`src/rtl/inst_fetch_buffer.sv`:
```
// Instruction fetch buffer: circular FIFO of {pc, inst} pairs between ROM fetch and ID.
// First-word fall-through head, early PC stall to absorb the one ROM read in flight.
module inst_fetch_buffer #(
    parameter int DEPTH  = 4,
    parameter int ADDR_W = 32,
    parameter int DATA_W = 32
) (
    input  logic                       clk,
    input  logic                       rst,
    input  logic                       in_valid,
    input  logic [ADDR_W-1:0]          in_pc,
    input  logic [DATA_W-1:0]          in_inst,
    output logic                       in_ready,
    output logic                       pc_stall,
    output logic                       id_valid,
    output logic [ADDR_W-1:0]          id_pc,
    output logic [DATA_W-1:0]          id_inst,
    input  logic                       id_ready,
    input  logic                       flush,
    output logic [$clog2(DEPTH):0]     count,
    output logic                       overflow
);
    localparam int PW = $clog2(DEPTH);
    localparam int CW = PW + 1;
    localparam logic [CW-1:0] FULL_CNT  = CW'(DEPTH);
    localparam logic [CW-1:0] STALL_CNT = CW'(DEPTH - 1);

    logic [PW-1:0] head_reg, head_next;
    logic [PW-1:0] tail_reg, tail_next;
    logic [CW-1:0] count_reg, count_next;
    logic          overflow_reg, overflow_next;
    logic          push, pop;

    logic [ADDR_W-1:0] pc_arr   [DEPTH];
    logic [DATA_W-1:0] inst_arr [DEPTH];

    // Entry storage is never cleared; validity is tracked purely by head/count.
    generate
        for (genvar gi = 0; gi < DEPTH; gi++) begin : g_entry
            logic [ADDR_W-1:0] entry_pc_reg;
            logic [DATA_W-1:0] entry_inst_reg;

            always_ff @(posedge clk) begin
                if (push && (tail_reg == PW'(gi))) begin
                    entry_pc_reg   <= in_pc;
                    entry_inst_reg <= in_inst;
                end
            end

            assign pc_arr[gi]   = entry_pc_reg;
            assign inst_arr[gi] = entry_inst_reg;
        end
    endgenerate

    always_comb begin
        in_ready = (count_reg != FULL_CNT);
        id_valid = (count_reg != '0);
        push     = in_valid && in_ready && !flush;
        pop      = id_valid && id_ready && !flush;
        // Stall one entry early so the fetch already issued to ROM still has a slot.
        pc_stall = !flush && (count_reg >= STALL_CNT);
        id_pc    = id_valid ? pc_arr[head_reg]   : '0;
        id_inst  = id_valid ? inst_arr[head_reg] : '0;
        count    = count_reg;
        overflow = overflow_reg;
    end

    always_comb begin
        head_next     = head_reg;
        tail_next     = tail_reg;
        count_next    = count_reg;
        overflow_next = overflow_reg | (in_valid & ~in_ready & ~flush);
        if (flush) begin
            head_next  = '0;
            tail_next  = '0;
            count_next = '0;
        end else begin
            // Power-of-two depth: pointer increment wraps naturally.
            if (push) tail_next = tail_reg + 1'b1;
            if (pop)  head_next = head_reg + 1'b1;
            case ({push, pop})
                2'b10:   count_next = count_reg + 1'b1;
                2'b01:   count_next = count_reg - 1'b1;
                default: count_next = count_reg;
            endcase
        end
    end

    always_ff @(posedge clk) begin
        if (rst) begin
            head_reg     <= '0;
            tail_reg     <= '0;
            count_reg    <= '0;
            overflow_reg <= 1'b0;
        end else begin
            head_reg     <= head_next;
            tail_reg     <= tail_next;
            count_reg    <= count_next;
            overflow_reg <= overflow_next;
        end
    end
endmodule

```
`config.mk`:
```
export PLATFORM = sky130hd
export DESIGN_NAME = inst_fetch_buffer
export DESIGN_NICKNAME = d
export VERILOG_FILES = /design/src/rtl/inst_fetch_buffer.sv
export SDC_FILE = /design/constraint.sdc
export NUM_CORES = 1
export LEC_CHECK = 0
export CELL_PAD_IN_SITES_DETAIL_PLACEMENT = 1
export CELL_PAD_IN_SITES_GLOBAL_PLACEMENT = 2
export CORE_UTILIZATION = 35
export DETAILED_ROUTE_END_ITERATION = 8
export PLACE_DENSITY_LB_ADDON = 0.1
export SLEW_MARGIN = 15
export SYNTH_ARGS = -nofsm -noshare
export SYNTH_HDL_FRONTEND = slang
export SYNTH_SLANG_ARGS = --single-unit
```
`constraint.sdc`:
```
create_clock -name clk -period 3.1 [get_ports clk]
set_input_delay 0.62 -clock clk [delete_from_list [all_inputs] [get_ports clk]]
set_output_delay 0.62 -clock clk [all_outputs]
set_load 0.01 [all_outputs]
```
### Word-level counts from Yosys, hierarchy flattened

Cells that the tools add are included.

| word-level totals | value |
|---|---|
| output and inout port bits | 71 |
| input bits | 69 |
| logic and storage cells | 53 |
| bits in registers | 264 |

| cells by class | value |
|---|---|
| order comparisons | 2 |
| bitwise operators | 6 |
| multiplexer cells | 9 |
| eq/ne operators | 6 |
| reductions and logical operators | 14 |
| add/subtract/negate cells | 4 |

Operators with widths:

| kind | count |
|---|---|
| two-way mux 32 bit | 6 |
| binary-select mux 32 bit (select 2 bit) | 2 |
| logical AND 1 bit | 9 |
| == test 2 bit (second input constant) | 3 |
| case mux 3 bit (2 select lines) | 1 |
| adder 2 x 1 -> 2 bit (second input constant) | 2 |
| == test 2 x 1 -> 1 bit (second input constant) | 2 |
| adder 3 x 1 -> 3 bit (second input constant) | 1 |
| greater-or-equal comparator 3 x 2 -> 1 bit (second input constant) | 1 |
| greater-or-equal comparator 3 bit (second input constant) | 1 |
| inequality test 3 bit (second input constant) | 1 |
| inverter 2 -> 3 bit | 1 |
| nonzero test 3 bit | 1 |
| subtractor 3 x 1 -> 3 bit (second input constant) | 1 |
| bitwise AND 1 bit | 2 |
| logical NOT 2 bit | 1 |
| inverter 1 bit | 2 |
| nonzero test 2 bit | 1 |
| OR reduction 2 bit | 1 |
| logical NOT 1 bit | 1 |
| bitwise OR 1 bit | 1 |

### Depth between registers and ports, before layout

| depth | value |
|---|---|
| word-level depth | 5 |
| depth in mapped cells | 9 |
| depth with buffers taken out | 9 |

### Worst setup path before layout

No wires, ideal clock.

| timing path | value |
|---|---|
| kind | input to register |
| start | input port in_valid |
| end | register g_entry[0].entry_inst_reg[0] (enable) |
| cell stages on the path | 2 |
| path buffers | 0 |
| setup time | 429 ps |
| required time | 2671 ps |
| arrival time | 2492 ps |
| slack | 179 ps |
| path through | nor2b_1 > and3_1 |

| on the way | value |
|---|---|
| word-level cells in the longest chain between the ends | 3 |

Ends and longest elaborated chain:

| what | line | source |
|---|---|---|
| start: declaration | 10 | `input logic in_valid,` |
| logical AND 1 bit (2 in a row) | 58 | `push = in_valid && in_ready && !flush;` |
| logical AND 1 bit | 44 | `if (push && (tail_reg == PW'(gi))) begin` |
| end signal: assignment | 46 | `entry_inst_reg <= in_inst;` |
| end: declaration | 41 | `logic [DATA_W-1:0] entry_inst_reg;` |

No other way between the ends.
A chain may end at the register's enable or synchronous reset.

### Worst setup path in the final report

| timing path | value |
|---|---|
| start | register count_reg[2] (netlist: count[2]) |
| end | output port id_inst[25] |

| on the way | value |
|---|---|
| word-level cells in the longest chain between the ends | 2 |

Ends and longest elaborated chain:

| what | line | source |
|---|---|---|
| start: declaration | 30 | `logic [CW-1:0] count_reg, count_next;` |
| start signal: assignment | 98 | `count_reg <= count_next;` |
| nonzero test 3 bit | 57 | `id_valid = (count_reg != '0);` |
| two-way mux 32 bit | 63 | `id_inst = id_valid ? inst_arr[head_reg] : '0;` |
| end: declaration | 17 | `output logic [DATA_W-1:0] id_inst,` |

No other way between the ends.

==> impl_metrics.toml <==
[die]
die_x_um = 172
start_util_pct = 36.0
pin_count = 140
core-area_um2 = 28200
die_h_um = 172
die_area_um2 = 29600
row_count = 61

[cells_and_area]
regArea_um2 = 7860
final_nets = 723
n_fill_cell = 2581
multiInputGateArea_um2 = 2150
final_cell_mix = "edfxtp_1, clkdlybuf4s50_1, mux4_2, and2_1, clkbuf_16"
drive_above_1_share_pct = 22.4
syn_to_final_growth_pct = 31.9
final_common_cell = "edfxtp_1"

[grt]
grt_max_degree = 66
groute.usage.overall_pct = 14.8
first_global_vias = 5543
antenna_found_initial = 1
grt_pass1_wl_mm = 32.4
grt.overflow.total = 0

[cts]
clk_latency_ns = 0.54
clock_sinks = 264
tritoncts = "done"
h-tree-depth = 1
clockBufferDepth = 3
cts_hold_buf = 0
cts.reportedPaths.clkPinSlew_ns = 0.06
numCtsBuffers = 29
clockRootBuffer = "clkbuf_16"

[synth]
synth_cells = 463
ys_ff_latch = 264
syn_area_um2 = 10100
synth_cell_types = 25
synth_xor_area_share_pct = 0.346
synthSimpleGateAreaFrac_pct = 5.06
synth_top_family_by_area = "multiplexers"
synth_compound_area_share_pct = 0.580
synth_nets = 538
avgSynthCellArea_um2 = 21.9
muxShareOfSynthArea_pct = 14.2
yosys_warnings = 0
seq_area_frac_synth_pct = 77.4
synthAdderAreaFrac_pct = 0.815

[timing]
hold_ws_ns = 0.478
finalSetupViolations = 0
worstMarginPinSlew_ns = 0.485
period_minus_slack_ns = 3.03
rsz0062_at_grt = "false"
hold_viol = 0
maxSlewViolCount = 0
slew_headroom_pct = 67.2
timing.fmax_ghz = 0.330
finClkSkew_ns = 0.0123
min_period_over_period_pct = 97.7

[pwr]
clkPwrFrac_pct = 44.7
irDropWorstVdd_uv = 387
seq_power_share_pct = 50.7
pwr-share-comb_pct = 4.6
internal_power_uw = 6330
powerDensity_nw_per_um2 = 586
leakage_uw = 0.00428
finalPower_uw = 7840
swShare_pct = 19.3
switchingPower_uw = 1510

[critical_path]
critPathKind = "flip-flop to output pin"
critPathRequiredTime_ns = 2.48
ff2ff_path_depth = 9
cp_max_fo = 65
start_kind = "flip-flop"
critical_path_arrival_ns = 2.41
cp-end-kind = "output pin"

[route]
drt_iter0_drc = 286
antenna_left = 0
dr.pass1.iters = 5
wl_mm = 21.7
num_vias = 4977
via_per_inst = 4.74
drc = 0
routedWlPerCell_um = 20.7

[placed_design]
post-dp-hpwl_mm = 12.8
place.gp.congestion = 0.668
portBuffers = 139

[outcome]
status = "finished clean"

[hold_path]
whs_path_depth = 2
min-delay-path-class = "flip-flop to flip-flop"

[job]
cap_violations = 0
-- metal layers --
metal / share of wire (%) / track usage [%]
met2: 51 / 26.1
met5: 0.051 / 0
met3: 4.3 / 2.72
met4: 1.8 / 4.12
met1: 43 / 18.8
-- synthesized netlist by cell type --
library cell,instances,share of area (%)
and3_1,4,0.25
nor2_1,10,0.37
o21ai_0,2,0.099
edfxtp_1,256,76
o31ai_1,2,0.15
mux4_2,64,14
dfxtp_1,8,1.6
fa_1,1,0.20
xor2_1,4,0.35
nor2b_1,1,0.062
inv_1,7,0.26
o311ai_0,1,0.086
and2_1,64,4.0
clkbuf_1,10,0.37
buf_2,6,0.30
or2_2,1,0.062
a21oi_1,5,0.25
or3_1,2,0.12
nand3_1,1,0.049
nand2b_1,1,0.062
buf_6,5,0.56
nor3b_1,1,0.074
buf_4,1,0.074
nand4_1,1,0.062
ha_1,5,0.62
-- area by class of cell --
class | instances | share of cell area, %
well taps | 378 | 3.54
multi-input cells | 170 | 16.1
clock buffers | 39 | 5.78
clock inverters | 15 | 1.55
flip-flops and latches | 264 | 58.7
inverters | 7 | 0.196
repair buffers | 176 | 14.1
diodes | 1 | 0.0187
-- power by group through the flow --
stage	clock network [µW]	logic (µW)	registers, µW
6_report	3510	358	3980
3_5_place_dp	0	357	4060
5_1_grt	3720	385	3980
3_3_place_gp	0	348	4050
2_1_floorplan	0	127	4060
4_1_cts	3600	360	3980
-- critical path, stage by stage (launching register included) --
cell	delay [ns]
dfxtp_1	0.37
or3_2	0.53
buf_12	0.22
and2_1	0.22
clkdlybuf4s50_1	0.49
-- per-stage QoR --
step | setup TNS [ns] | std cells | util, % | instance area, µm² | setup slack [ns]
floorplan | 0 | 463 | - | 10100 | 0.179
global placement | 0 | 979 | 43.4 | 12200 | 0.388
detailed placement | 0 | 979 | 43.4 | 12200 | 0.301
CTS | -0.00443 | 1039 | 47.1 | 13300 | -0.00365
global route | 0 | 1049 | 47.5 | 13400 | 0.00652
finish | 0 | 1050 | 47.5 | 13400 | 0.0710
-- worst paths after layout --
check	startpoint	end	slack [ns]
setup reg to reg	count[2]	count[2]	0.64
hold / removal	overflow	overflow	0.48
setup / recovery	count[2]	id_inst[25]	0.07
hold reg to reg	overflow	overflow	0.48
-- repair_timing --
action / in CTS / in global routing
gates resized for setup: 7 / 2
gates cloned: 0 / 1
setup buffers: 6 / 9
setup endpoints to repair: 65 / 37
-- cells by family (layout without fill, tap and decap cells) --
kind of cell	after synthesis	count (layout)
fa+ha+maj	6	6
mux	64	64
buf+inv	29	237
simple gates	86	86
compound gates	10	10
xor+xnor	4	4
other cells	0	1
flops	264	264
(Power assumes the default switching activity.)
